$ cat src/rtl/uart_pkg.sv
// Shared constants, FSM state type and helpers for the UART transmit path.
package uart_pkg;

  localparam int PAR_NONE = 0;
  localparam int PAR_ODD  = 1;
  localparam int PAR_EVEN = 2;

  typedef enum logic [2:0] {
    ST_IDLE,
    ST_START,
    ST_DATA,
    ST_PAR,
    ST_STOP
  } uart_state_t;

  function automatic int clog2(input int value);
    int result;
    result = 0;
    while ((1 << result) < value) result++;
    return result;
  endfunction

endpackage

$ cat src/rtl/uart_sync_fifo.sv
// Single-clock FIFO with first-word fall-through read and wrap-bit pointers.
module uart_sync_fifo
  import uart_pkg::*;
#(
  parameter int WIDTH = 8,
  parameter int DEPTH = 16
) (
  input  logic             clock_system,
  input  logic             rst,
  input  logic             i_push,
  input  logic [WIDTH-1:0] i_din,
  input  logic             i_pop,
  output logic [WIDTH-1:0] o_dout,
  output logic             o_full,
  output logic             o_empty
);

  localparam int AW = clog2(DEPTH);

  logic [WIDTH-1:0] r_mem [DEPTH];
  logic [AW:0]      r_wr_ptr;
  logic [AW:0]      r_rd_ptr;
  logic             w_push;
  logic             w_pop;

  assign w_push = i_push & ~o_full;
  assign w_pop  = i_pop & ~o_empty;

  // Storage is deliberately not reset; the pointers alone define what is valid.
  always_ff @(posedge clock_system) begin
    if (w_push) r_mem[r_wr_ptr[AW-1:0]] <= i_din;
  end

  always_ff @(posedge clock_system or posedge rst) begin
    if (rst) begin
      r_wr_ptr <= '0;
      r_rd_ptr <= '0;
    end else begin
      if (w_push) r_wr_ptr <= r_wr_ptr + 1'b1;
      if (w_pop)  r_rd_ptr <= r_rd_ptr + 1'b1;
    end
  end

  assign o_dout  = r_mem[r_rd_ptr[AW-1:0]];
  assign o_empty = (r_wr_ptr == r_rd_ptr);
  assign o_full  = (r_wr_ptr[AW] != r_rd_ptr[AW]) &&
                   (r_wr_ptr[AW-1:0] == r_rd_ptr[AW-1:0]);

endmodule

$ cat src/rtl/uart_tx_fifo_ctrl.sv
// Configurable UART transmitter draining a write FIFO onto the tx line,
// sending queued words back-to-back without idle gaps.
module uart_tx_fifo_ctrl
  import uart_pkg::*;
#(
  parameter int CLK_DIV   = 52,
  parameter int DATA_BITS = 8,
  parameter int PARITY    = 0,
  parameter int STOP_BITS = 1,
  parameter int DEPTH     = 16
) (
  input  logic                 clock_system,
  input  logic                 rst,
  input  logic [DATA_BITS-1:0] data_send,
  input  logic                 wr,
  output logic                 full,
  output logic                 empty,
  output logic                 busy,
  output logic                 overflow,
  output logic                 tx
);

  localparam logic [15:0] BAUD_LAST = 16'(CLK_DIV - 1);
  localparam logic [2:0]  DATA_LAST = 3'(DATA_BITS - 1);
  localparam logic [2:0]  STOP_LAST = 3'(STOP_BITS - 1);

  uart_state_t          r_state;
  uart_state_t          w_next_state;
  logic [15:0]          r_baud;
  logic [15:0]          w_baud_next;
  logic [2:0]           r_bit;
  logic [2:0]           w_bit_next;
  logic [DATA_BITS-1:0] r_shift;
  logic [DATA_BITS-1:0] w_shift_next;
  logic                 r_par;
  logic                 w_par_next;
  logic                 r_tx;
  logic                 w_tx_next;
  logic                 r_busy;
  logic                 w_busy_next;
  logic                 r_overflow;
  logic                 w_tick;
  logic                 w_pop;
  logic                 w_load_par;
  logic [DATA_BITS-1:0] w_fifo_dout;
  logic                 w_fifo_full;
  logic                 w_fifo_empty;

  uart_sync_fifo #(
    .WIDTH(DATA_BITS),
    .DEPTH(DEPTH)
  ) u_fifo (
    .clock_system(clock_system),
    .rst         (rst),
    .i_push      (wr),
    .i_din       (data_send),
    .i_pop       (w_pop),
    .o_dout      (w_fifo_dout),
    .o_full      (w_fifo_full),
    .o_empty     (w_fifo_empty)
  );

  assign w_tick     = (r_baud == BAUD_LAST);
  assign w_load_par = (PARITY == PAR_ODD) ? ~^w_fifo_dout : ^w_fifo_dout;

  always_ff @(posedge clock_system or posedge rst) begin
    if (rst) r_state <= ST_IDLE;
    else     r_state <= w_next_state;
  end

  // A pop happens from IDLE or on the last STOP cycle, so frames chain directly.
  always_comb begin
    w_next_state = r_state;
    w_pop        = 1'b0;
    case (r_state)
      ST_IDLE: begin
        if (!w_fifo_empty) begin
          w_pop        = 1'b1;
          w_next_state = ST_START;
        end
      end
      ST_START: if (w_tick) w_next_state = ST_DATA;
      ST_DATA: begin
        if (w_tick && r_bit == DATA_LAST)
          w_next_state = (PARITY != PAR_NONE) ? ST_PAR : ST_STOP;
      end
      ST_PAR: if (w_tick) w_next_state = ST_STOP;
      ST_STOP: begin
        if (w_tick && r_bit == STOP_LAST) begin
          if (!w_fifo_empty) begin
            w_pop        = 1'b1;
            w_next_state = ST_START;
          end else begin
            w_next_state = ST_IDLE;
          end
        end
      end
      default: w_next_state = ST_IDLE;
    endcase
  end

  always_comb begin
    w_baud_next  = (r_state == ST_IDLE || w_tick) ? 16'd0 : r_baud + 16'd1;
    w_bit_next   = r_bit;
    w_shift_next = r_shift;
    w_par_next   = r_par;
    if (w_pop) begin
      w_shift_next = w_fifo_dout;
      w_par_next   = w_load_par;
      w_bit_next   = 3'd0;
    end else if (w_tick && r_state != w_next_state) begin
      w_bit_next = 3'd0;
    end else if (w_tick && (r_state == ST_DATA || r_state == ST_STOP)) begin
      w_bit_next = r_bit + 3'd1;
      if (r_state == ST_DATA) w_shift_next = r_shift >> 1;
    end
  end

  // Line level is derived from the upcoming state so tx and busy can be registered.
  always_comb begin
    w_tx_next = 1'b1;
    case (w_next_state)
      ST_START: w_tx_next = 1'b0;
      ST_DATA:  w_tx_next = w_shift_next[0];
      ST_PAR:   w_tx_next = w_par_next;
      default:  w_tx_next = 1'b1;
    endcase
    w_busy_next = (w_next_state != ST_IDLE);
  end

  always_ff @(posedge clock_system or posedge rst) begin
    if (rst) begin
      r_baud     <= '0;
      r_bit      <= '0;
      r_shift    <= '0;
      r_par      <= 1'b0;
      r_tx       <= 1'b1;
      r_busy     <= 1'b0;
      r_overflow <= 1'b0;
    end else begin
      r_baud     <= w_baud_next;
      r_bit      <= w_bit_next;
      r_shift    <= w_shift_next;
      r_par      <= w_par_next;
      r_tx       <= w_tx_next;
      r_busy     <= w_busy_next;
      r_overflow <= r_overflow | (wr & w_fifo_full);
    end
  end

  assign tx       = r_tx;
  assign busy     = r_busy;
  assign overflow = r_overflow;
  assign full     = w_fifo_full;
  assign empty    = w_fifo_empty;

endmodule

$ cat config.mk
export PLATFORM = sky130hd
export DESIGN_NAME = uart_tx_fifo_ctrl
export DESIGN_NICKNAME = d
export VERILOG_FILES = /design/src/rtl/uart_pkg.sv /design/src/rtl/uart_sync_fifo.sv /design/src/rtl/uart_tx_fifo_ctrl.sv
export SDC_FILE = /design/constraint.sdc
export NUM_CORES = 1
export LEC_CHECK = 0
export ABC_AREA = 1
export BUFFER_PORTS_ARGS = -buffer_cell sky130_fd_sc_hd__buf_2
export CAP_MARGIN = 20
export CORE_MARGIN = 4
export CORE_UTILIZATION = 49
export DETAILED_ROUTE_END_ITERATION = 16
export SYNTH_ARGS = -nofsm -noshare
export SYNTH_HDL_FRONTEND = slang
export SYNTH_SLANG_ARGS = --single-unit
$ cat constraint.sdc
create_clock -name clock_system -period 4 [get_ports clock_system]
set_input_delay 0.8 -clock clock_system [delete_from_list [all_inputs] [get_ports clock_system]]
set_output_delay 0.8 -clock clock_system [all_outputs]
set_load 0.01 [all_outputs]
==> flow_metrics.env, run 1 <==
export IMPL_fillCellCount=1537
export IMPL_ys_warn_count=0
export IMPL_crit_chain="xor2_1 -> nor2_1 -> nand2_1 -> nor2_1 -> buf_2"
export IMPL_clock_path_buffers=2
export IMPL_finClkSkew_ns=0.007072
export IMPL_grt_pass1_vias=5432
export IMPL_cts_hold_buf=0
export IMPL_seq_area_frac_synth=0.5974
export IMPL_finalNetCount=926
export IMPL_critPathMaxFanout=40
export IMPL_start_util=0.4992
export IMPL_power_uw=4200
export IMPL_ys_async_sr_fraction=0.2558
export IMPL_syn_area_um2=8279
export IMPL_postRouteAntennaNets=0
export IMPL_antenna_found_initial=0
export IMPL_cts_tree="yes"
export IMPL_p_sw_uw=1072
export IMPL_cts_buffers=17
export IMPL_htreeDepth=4
export IMPL_end_kind="primary output"
export IMPL_gp_congestion=0.8488
export IMPL_die_w_um=138.0
export IMPL_place_hpwl_um=11970
export IMPL_synth_cell_type_count=43
export IMPL_clk_pin_slew_ns=0.06
export IMPL_die_h_um=138.0
export IMPL_crit_top_cell="nor2_1"
export IMPL_finalHoldViolations=0
export IMPL_syn_num_nets=915
export IMPL_design_die_area_um2=19040
export IMPL_p_comb_frac=0.098
export IMPL_grt_usage=0.2040
export IMPL_worstPathBufferInverterCount=1
export IMPL_clkPwrFrac=0.388
export IMPL_clock_sinks=172
export IMPL_power_density_nw_per_um2=466.0
export IMPL_drt_drc_violations_left=0
export IMPL_max_freq_ghz=0.3522
export IMPL_avgSynthCellArea_um2=9.250
export IMPL_antenna_cells=0
export IMPL_hp_class="in -> async"
export IMPL_grt_pass1_wl_um=28850
export IMPL_syn_inst=895
export IMPL_path_class="reg -> out"
export IMPL_max_vdd_ir_drop_mv=0.3739
export IMPL_clk_latency_ns=0.43
export IMPL_routedWlPerCell_um=15.89
export IMPL_wl_um=18100
export IMPL_io_buffers=15
export IMPL_max_slew_margin_rel=0.4627
export IMPL_synth_top_cell_area_share=0.4643
export IMPL_internal_power_uw=3128
export IMPL_final_util=0.5435
export IMPL_arrival_ns=2.04
export IMPL_finalCriticalPeriod_ns=2.840
export IMPL_syn_to_final_growth_pct=8.856
export IMPL_drtPass1Iterations=5
export IMPL_worstPathRequired_ns=3.20
export IMPL_sequentialPowerShare=0.515
export IMPL_cp_slowest_stage_delay_ns=0.89
export IMPL_synth_seq_cells=172
export IMPL_cts_resized=0
export IMPL_drv_cap=0
export IMPL_worst_slack_ns=1.160
export IMPL_postCtsSetupRepairBufs=0
export IMPL_ff_latch_area_um2=4947
export IMPL_tightest_slew_ns=0.8030
export IMPL_fin_tns_setup_ns=0
export IMPL_fin_area_um2=9012
export IMPL_crit_path_top_delay_cell="dfrtp_2"
export IMPL_leakagePower_uw=0.004129
export IMPL_crit_family="flip-flops"
export IMPL_core_area_um2=16580
export IMPL_vias=5769
export IMPL_synth_edf_count=128
export IMPL_pre_cts_ws_ns=1.208
export IMPL_rows=47
export IMPL_synthTopCellsByArea="edfxtp_1 (46%), dfrtp_1 (13%), nand2_1 (12%), inv_1 (7.0%), nand3_1 (5.9%)"
export IMPL_grt_overflow_total=0
export IMPL_ys_flop_type="edfxtp_1"
export IMPL_start_kind="flop"
export IMPL_outcome="finished, final reports clean"
export IMPL_switching_share=0.2553
export IMPL_drive_gt1_frac=0.08052
export IMPL_period_share=0.7099
export IMPL_setup_viol=0
export IMPL_via_per_inst=5.065
export IMPL_grt_max_degree=63
export IMPL_drv_slew=0
export IMPL_multiInputGateArea_um2=2492
export IMPL_cts_root_buf="clkbuf_16"
export IMPL_post_dp_cell_area_um2=8418
export IMPL_rsz0062_at_grt="no"
export IMPL_ios=16
export IMPL_yosysTopAreaCell="edfxtp_1"
export IMPL_drtIter0Drc=441
==> state kept, by name (all words and copies together) (netlist names) <==
name             cells
busy                 1
overflow             1
r_baud              16
r_bit                3
r_par                1
r_shift              8
r_state              3
tx                   1
u_fifo.r_mem       128
u_fifo.r_rd_ptr      5
u_fifo.r_wr_ptr      5
==> synthesized netlist by cell type (2+ instances only) <==
cell type	instances
nor2_2	6
nand3_2	2
nand3_1	97
a21oi_1	10
inv_1	155
o21ai_0	8
nor3_1	5
clkbuf_1	2
nor3b_1	7
o21ai_1	7
nand2_2	4
dfrtp_1	43
edfxtp_1	128
nor2_1	79
inv_2	3
buf_4	4
buf_2	7
nor3b_2	2
o221ai_1	6
ha_1	9
nand2_1	266
xnor2_1	2
xor2_1	11
nand4_1	3
buf_6	11
==> stage by stage <==
| step | instances | hold slack (ns) |
|---|---|---|
| 2_1_floorplan | 895 | 0.4329 |
| 3_3_place_gp | 1106 | 0.4452 |
| 3_5_place_dp | 1106 | 0.4717 |
| 4_1_cts | 1138 | 0.4784 |
| 5_1_grt | 1139 | 0.2406 |
| 6_report | 1139 | 0.2494 |
==> logic make-up (layout without fill, tap and decap cells) <==
group	count (synthesis)	after routing	synth area share
buffers and inverters	187	211	0.1016
flip-flops	172	172	0.5974
AO/OA/AOI/OAI	37	37	0.02736
adder cells (fa/ha/maj)	9	9	0.01360
XOR/XNOR	13	13	0.01375
AND/OR/NAND/NOR	476	476	0.2450
multiplexers	1	1	0.001360
==> layout by cell type, fill, tap and decap left out, types with 2 or more instances in the layout <==
master	instances
clkinv_4	2
o221ai_1	6
nor3b_2	2
nand2_2	4
inv_1	154
ha_1	9
edfxtp_1	128
xor2_1	11
nand3_1	97
dfrtp_1	42
nand4_1	3
nand3_2	2
inv_2	4
clkbuf_16	17
nor3b_1	7
clkinvlp_4	2
a21oi_1	10
o21ai_1	7
nor3_1	5
nor2_2	6
nor2_1	79
nand2_1	266
clkinv_2	2
buf_2	15
clkbuf_1	3
buf_4	3
xnor2_1	2
o21ai_0	8
inv_6	5
bufinv_16	2
==> cell type report <==
class / count / area share
Clock inverter: 12 / 0.01527
Inverter: 160 / 0.06719
Sequential cell: 172 / 0.5489
Multi-Input combinational cell: 536 / 0.2766
Clock buffer: 20 / 0.04845
Tap cell: 220 / 0.03054
Timing Repair Buffer: 19 / 0.01305
==> per-layer routing <==
layer / wire [µm] / track usage / part of all wire / vias up
li1: - / - / - / 2862
met1: 8378 / 0.2796 / 0.46 / 2751
met2: 8575 / 0.3273 / 0.47 / 131
met3: 836 / 0.04499 / 0.046 / 25
met4: 311 / 0.06257 / 0.017 / 0
met5: 0 / 0 / 0 / -
==> final timing paths <==
check,start,end,slack (ns),cells past startpoint
max,u_fifo.r_rd_ptr[0]$_DFFE_PP0P_,full,1.16,5
min,rst,r_baud[13]$_DFF_PP0_,0.25,2
max reg2reg,u_fifo.r_rd_ptr[0]$_DFFE_PP0P_,u_fifo.r_mem[9][3]$_DFFE_PP_,1.21,9
min reg2reg,r_baud[0]$_DFF_PP0_,r_baud[0]$_DFF_PP0_,0.49,1
max in group asynchronous,rst,tx$_DFF_PP1_,3.25,3
min in group clock_system,r_baud[0]$_DFF_PP0_,r_baud[0]$_DFF_PP0_,0.49,1
==> power groups by stage <==
stage	Sequential, µW	Combinational (µW)	Clock (µW)
2_1_floorplan	2180	273	0
3_3_place_gp	2190	401	0
4_1_cts	2160	414	1660
5_1_grt	2180	471	1730
6_report	2160	410	1630
3_5_place_dp	2200	411	0
==> worst register-to-register path, stage by stage (launching register included) <==
cell     delay (ns)
dfrtp_2        0.89
xor2_1         0.20
nor2_1         0.07
nand2_1        0.07
nor2_1         0.05
inv_1          0.06
nand2_1        0.08
inv_1          0.18
nand2_1        0.17
nor2_1         0.65
Note: power is estimated with default switching activity, not from simulation.
==> run 2: changes to the inputs <==
==> constraint.sdc (replaced) <==
create_clock -name clock_system -period 2.9 [get_ports clock_system]
set_input_delay 0.58 -clock clock_system [delete_from_list [all_inputs] [get_ports clock_system]]
set_output_delay 0.58 -clock clock_system [all_outputs]
set_load 0.01 [all_outputs]
==> flow_metrics.env, run 2 (synthesis results as in run 1) <==
export IMPL_outcome="finished, final reports clean"
export IMPL_start_util=0.4992
export IMPL_r2r_end="u_fifo.r_mem[14][6]$_DFFE_PP_"
export IMPL_end_kind="flop"
export IMPL_period_share=0.8092
export IMPL_grt_overflow_total=0
export IMPL_die_w_um=138.0
export IMPL_drive_gt1_frac=0.08658
export IMPL_pre_cts_ws_ns=0.5734
export IMPL_critPathMaxFanout=8
export IMPL_cts_hold_buf=0
export IMPL_drtPass1Iterations=5
export IMPL_path_class="reg -> reg"
export IMPL_arrival_ns=2.40
export IMPL_vias=5755
export IMPL_final_common_cell="nand2_1"
export IMPL_antenna_cells=0
export IMPL_postCtsSetupRepairBufs=0
export IMPL_drv_slew=0
export IMPL_setup_viol=0
export IMPL_max_slew_margin_rel=0.3847
export IMPL_die_h_um=138.0
export IMPL_fin_tns_setup_ns=0
export IMPL_grt_pass1_vias=5433
export IMPL_leakagePower_uw=0.004121
export IMPL_start_kind="flop"
export IMPL_grt_usage=0.2006
export IMPL_worstPathRequired_ns=2.95
export IMPL_ios=16
export IMPL_worst_slack_ns=0.5534
export IMPL_antenna_found_initial=0
export IMPL_r2r_start="u_fifo.r_wr_ptr[2]$_DFFE_PP0P_"
export IMPL_clk_latency_ns=0.42
export IMPL_syn_to_final_growth_pct=8.901
export IMPL_reg2reg_depth=9
export IMPL_core_area_um2=16580
export IMPL_reg2reg_slack_ns=0.55
export IMPL_wl_um=17910
export IMPL_htreeDepth=4
export IMPL_design_die_area_um2=19040
export IMPL_cts_tree="yes"
export IMPL_final_util=0.5437
export IMPL_drv_cap=0
export IMPL_grt_pass1_wl_um=28630
export IMPL_drtIter0Drc=351
export IMPL_finClkSkew_ns=0.007615
export IMPL_io_buffers=15
export IMPL_max_freq_ghz=0.4262
export IMPL_postRouteAntennaNets=0
export IMPL_cts_buffers=17
export IMPL_mostFrequentLayoutCells="nand2_1 (266), inv_1 (154), edfxtp_1 (128)"
export IMPL_power_density_nw_per_um2=630.1
export IMPL_cts_resized=0
export IMPL_clock_path_buffers=2
export IMPL_grt_max_degree=63
export IMPL_finalCriticalPeriod_ns=2.347
export IMPL_hp_class="in -> async"
export IMPL_finalHoldViolations=0
export IMPL_rsz0062_at_grt="no"
export IMPL_drt_drc_violations_left=0
export IMPL_cts_root_buf="clkbuf_16"
export IMPL_via_per_inst=5.031
export IMPL_routedWlPerCell_um=15.66
export IMPL_max_vdd_ir_drop_mv=0.4614
export IMPL_largest_reg_flops=128
export IMPL_clk_pin_slew_ns=0.07
export IMPL_rows=47
export IMPL_finalNetCount=931
export IMPL_tightest_slew_ns=0.9216
export IMPL_place_hpwl_um=12060
export IMPL_clock_sinks=172
export IMPL_gp_congestion=0.9202
run 2: cell count changes in the layout (fill, tap and decap cells not counted):
| cell | change |
|---|---|
| buf_12 | -1 |
| buf_4 | +6 |
| bufinv_16 | -1 |
| clkbuf_1 | -2 |
| clkinv_1 | +1 |
| clkinv_2 | -1 |
| clkinv_4 | +1 |
| clkinvlp_2 | +1 |
| clkinvlp_4 | +4 |
| inv_6 | -3 |
run 2: final cells by class:
type / instances / area [µm²]
timing repair buffer: 24 / 142.6
fill: 1521 / 7567
sequential: 172 / 4947
clock buffer: 18 / 429.2
tap: 220 / 275.3
inverter: 160 / 605.6
clock inverter: 14 / 123.9
multi-input combinational: 536 / 2492
run 2: metal layers:
metal / vias to the layer above / share of wire / GRT usage
li1: 2867 / - / -
met1: 2708 / 0.46 / 0.2819
met2: 150 / 0.47 / 0.3140
met3: 30 / 0.058 / 0.03919
met4: 0 / 0.019 / 0.06915
met5: - / 0 / 0
run 2: how the worst max path moves through the flow:
stage | endpoint | depth (start not counted) | startpoint | slack, ns
after floorplan | u_fifo.r_mem[15][0]$_DFFE_PP_ | 10 | u_fifo.r_rd_ptr[1]$_DFFE_PP0P_ | 0.89
after global placement | u_fifo.r_mem[14][7]$_DFFE_PP_ | 9 | u_fifo.r_wr_ptr[1]$_DFFE_PP0P_ | 0.56
after detailed placement | u_fifo.r_mem[6][6]$_DFFE_PP_ | 9 | u_fifo.r_wr_ptr[2]$_DFFE_PP0P_ | 0.57
after CTS | u_fifo.r_mem[6][5]$_DFFE_PP_ | 9 | u_fifo.r_wr_ptr[2]$_DFFE_PP0P_ | 0.55
after global routing | r_par$_DFF_PP0_ | 15 | u_fifo.r_rd_ptr[0]$_DFFE_PP0P_ | 0.30
final | u_fifo.r_mem[14][6]$_DFFE_PP_ | 9 | u_fifo.r_wr_ptr[2]$_DFFE_PP0P_ | 0.55
run 2: stage by stage:
step | std cells | area (µm²) | power (µW) | hold WS [ns]
after global placement | 1112 | 8463 | 3594 | 0.4518
after detailed placement | 1112 | 8463 | 3598 | 0.4626
after floorplan | 895 | 8279 | 3378 | 0.4329
after CTS | 1144 | 9016 | 5716 | 0.3858
final | 1144 | 9016 | 5681 | 0.3578
after global routing | 1144 | 9016 | 5913 | 0.3945
run 2: where the power goes:
group          switching, µW  internal, µW  leakage, µW
clock                    954          1180     0.000248
sequential              90.5          2880      0.00171
combinational            419           156      0.00216
run 2: worst max-delay path, stage by stage, from the launching register on:
cell	delay (ns)
dfrtp_1	0.45
xor2_1	0.18
nor2_1	0.08
nand2_1	0.06
nor2_1	0.06
inv_1	0.06
nand2_1	0.08
inv_1	0.18
nand2_1	0.23
nor2_1	0.61
==> run 3: changes to the inputs <==
--- a/config.mk
+++ b/config.mk
@@ -5,12 +5,13 @@
 export SDC_FILE = /design/constraint.sdc
 export NUM_CORES = 1
 export LEC_CHECK = 0
-export ABC_AREA = 1
+export ABC_AREA = 0
 export BUFFER_PORTS_ARGS = -buffer_cell sky130_fd_sc_hd__buf_2
 export CAP_MARGIN = 20
 export CORE_MARGIN = 4
 export CORE_UTILIZATION = 49
 export DETAILED_ROUTE_END_ITERATION = 16
+export PLACE_DENSITY = 0.67
 export SYNTH_ARGS = -nofsm -noshare
 export SYNTH_HDL_FRONTEND = slang
 export SYNTH_SLANG_ARGS = --single-unit
==> constraint.sdc (replaced) <==
create_clock -name clock_system -period 2 [get_ports clock_system]
set_input_delay 0.4 -clock clock_system [delete_from_list [all_inputs] [get_ports clock_system]]
set_output_delay 0.4 -clock clock_system [all_outputs]
set_load 0.01 [all_outputs]
==> flow_metrics.env, run 3 <==
export IMPL_path_class="reg -> reg"
export IMPL_crit_end="r_par$_DFF_PP0_"
export IMPL_p_sw_uw=4354
export IMPL_sequentialPowerShare=0.345
export IMPL_clk_pin_slew_ns=0.07
export IMPL_ys_async_sr_fraction=0.2558
export IMPL_synth_cell_type_count=47
export IMPL_wl_um=14990
export IMPL_outcome="finished, violations left"
export IMPL_yosysTopAreaCell="edfxtp_1"
export IMPL_drv_slew=0
export IMPL_syn_to_final_growth_pct=28.63
export IMPL_period_share=1.213
export IMPL_holdWs_ns=0.1968
export IMPL_drtIter0Drc=250
export IMPL_start_kind="flop"
export IMPL_switching_share=0.3211
export IMPL_io_buffers=15
export IMPL_setup_viol=105
export IMPL_internal_power_uw=9207
export IMPL_max_vdd_ir_drop_mv=0.7604
export IMPL_clock_path_buffers=2
export IMPL_cts_tree="yes"
export IMPL_synth_common_cells="edfxtp_1 (128), nor2_1 (50), dfrtp_1 (43), nand2_1 (31), mux4_2 (29)"
export IMPL_start_util=0.5020
export IMPL_worstPathRequired_ns=2.34
export IMPL_cp_num_cells=8
export IMPL_via_per_inst=5.507
export IMPL_synth_most_common_cell="edfxtp_1"
export IMPL_syn_num_nets=480
export IMPL_mostFrequentLayoutCells="edfxtp_1 (128), buf_4 (65), dfrtp_1 (42)"
export IMPL_reg2reg_depth=8
export IMPL_hp_class="in -> reg"
export IMPL_postRouteAntennaNets=0
export IMPL_grt_pass1_wl_um=23830
export IMPL_drive_gt1_frac=0.3986
export IMPL_crit_chain="buf_4 -> buf_4 -> mux4_2 -> mux2i_4 -> xor2_2 -> a21oi_2 -> xnor3_1 -> a21boi_1"
export IMPL_cp_slowest_stage_delay_ns=0.53
export IMPL_end_kind="flop"
export IMPL_drt_drc_violations_left=0
export IMPL_vias=4191
export IMPL_clkPwrFrac=0.239
export IMPL_ys_flop_type="edfxtp_1"
export IMPL_synthTopCellsByArea="edfxtp_1 (52%), dfrtp_1 (15%), mux4_2 (8.9%), nor2_1 (2.6%), mux2i_1 (2.3%)"
export IMPL_drtPass1Iterations=5
export IMPL_finClkSkew_ns=0.008909
export IMPL_crit_path_top_delay_cell="mux4_2"
export IMPL_synth_edf_count=128
export IMPL_rsz0062_at_grt="yes"
export IMPL_fillCellCount=985
export IMPL_finalNetCount=585
export IMPL_grt_usage=0.1913
export IMPL_worstPathBufferInverterCount=2
export IMPL_antenna_cells=0
export IMPL_core_area_um2=14590
export IMPL_antenna_found_initial=0
export IMPL_htreeDepth=4
export IMPL_clk_latency_ns=0.42
export IMPL_r2r_end="r_par$_DFF_PP0_"
export IMPL_finalCriticalPeriod_ns=2.425
export IMPL_max_freq_ghz=0.4124
export IMPL_routedWlPerCell_um=19.69
export IMPL_clock_sinks=172
export IMPL_leakagePower_uw=0.003496
export IMPL_grt_overflow_total=0
export IMPL_seq_area_frac_synth=0.6754
export IMPL_finalHoldViolations=0
export IMPL_synth_seq_cells=172
export IMPL_violations="setup timing"
export IMPL_tightest_slew_ns=0.5103
export IMPL_critPathMaxFanout=5
export IMPL_arrival_ns=2.77
export IMPL_die_h_um=130.3
export IMPL_max_slew_margin_rel=0.6598
export IMPL_crit_family="multiplexers"
export IMPL_largest_reg_flops=128
export IMPL_pre_cts_ws_ns=-0.4827
export IMPL_place_hpwl_um=9719
export IMPL_cts_buffers=17
export IMPL_grt_pass1_vias=4337
export IMPL_design_die_area_um2=16970
export IMPL_syn_inst=460
export IMPL_grt_max_degree=32
export IMPL_crit_top_cell="buf_4"
export IMPL_r2r_start="u_fifo.r_rd_ptr[1]$_DFFE_PP0P_"
export IMPL_ios=16
export IMPL_synth_top_cell_area_share=0.5249
export IMPL_final_common_cell="edfxtp_1"
export IMPL_syn_area_um2=7323
export IMPL_drv_cap=0
export IMPL_rows=44
export IMPL_power_density_nw_per_um2=1440
export IMPL_critPathLaunch="u_fifo.r_rd_ptr[1]$_DFFE_PP0P_"
export IMPL_worst_slack_ns=-0.4251
export IMPL_p_comb_frac=0.415
export IMPL_power_uw=13560
export IMPL_reg2reg_slack_ns=-0.43
export IMPL_cts_root_buf="clkbuf_16"
export IMPL_ys_warn_count=0
export IMPL_die_w_um=130.3
export IMPL_avgSynthCellArea_um2=15.92
export IMPL_gp_congestion=0.8497
==> run 3: layout make-up <==
class / count / area, µm² / area share
Sequential cell: 172 / 4947 / 0.5252
Multi-Input combinational cell: 259 / 2596 / 0.2756
Timing Repair Buffer: 107 / 1027 / 0.1090
Clock buffer: 17 / 425.4 / 0.04516
Tap cell: 184 / 230.2 / 0.02444
Clock inverter: 14 / 163.9 / 0.01740
Inverter: 8 / 30.03 / 0.003188
==> run 3: worst min path at each step <==
stage | startpoint | to | slack, ns | cells past startpoint
after floorplan | r_baud[0]$_DFF_PP0_ | r_baud[0]$_DFF_PP0_ | 0.46 | 1
final | wr | overflow$_DFF_PP0_ | 0.20 | 2
after detailed placement | rst | u_fifo.r_wr_ptr[1]$_DFFE_PP0P_ | 0.45 | 2
after global routing | wr | overflow$_DFF_PP0_ | 0.20 | 2
after CTS | wr | overflow$_DFF_PP0_ | 0.20 | 2
after global placement | overflow$_DFF_PP0_ | overflow$_DFF_PP0_ | 0.43 | 1
==> run 3: stage by stage <==
step / util / instance area [µm²] / std cells / setup TNS, ns
after floorplan: - / 7436 / 460 / -6.858
after global placement: 0.5692 / 8304 / 713 / -15.14
after detailed placement: 0.5692 / 8304 / 713 / -19.85
after CTS: 0.6320 / 9220 / 757 / -6.125
after global routing: 0.6457 / 9420 / 761 / -19.53
final: 0.6457 / 9420 / 761 / -9.311
==> run 3: cells by family after synthesis <==
logic type | after synthesis | synth area share
flip-flops | 172 | 0.6754
AND/OR/NAND/NOR | 124 | 0.07671
multiplexers | 58 | 0.1379
XOR/XNOR | 37 | 0.04716
AO/OA/AOI/OAI | 31 | 0.02546
buffers and inverters | 29 | 0.02204
adder cells (fa/ha/maj) | 9 | 0.01538
==> run 3: per-layer routing <==
layer  global-route usage  vias up  share of wire
met5                    0        -              0
met4              0.05196        0         0.0087
met3              0.04257       11          0.051
met2               0.3177      102           0.52
met1               0.2575     2143           0.42
li1                     -     1935              -
==> run 3: worst register-to-register path, stage by stage (launching register included) <==
cell and delay [ns]:
dfrtp_2 0.47, buf_4 0.20, buf_4 0.13, mux4_2 0.53, mux2i_4 0.20, xor2_2 0.21, a21oi_2 0.09, xnor3_1 0.34
a21boi_1 0.17
==> run 3: what timing repair did <==
item                                   in CTS  in global routing
hold buffers                                1                  0
gates resized for setup                    36                 33
setup endpoints to repair                 145                148
pin swaps                                  14                  8
buffers inserted                           12                  4
endpoints found under the hold margin       6                  0
==> run 3: power groups by stage <==
stage                     logic, µW  clock network (µW)  registers, µW
after global routing           6060                3480           4730
final                          5630                3250           4690
after CTS                      5200                3310           4680
after detailed placement       4780                   0           4730
after floorplan                3190                   0           4630
after global placement         4690                   0           4700
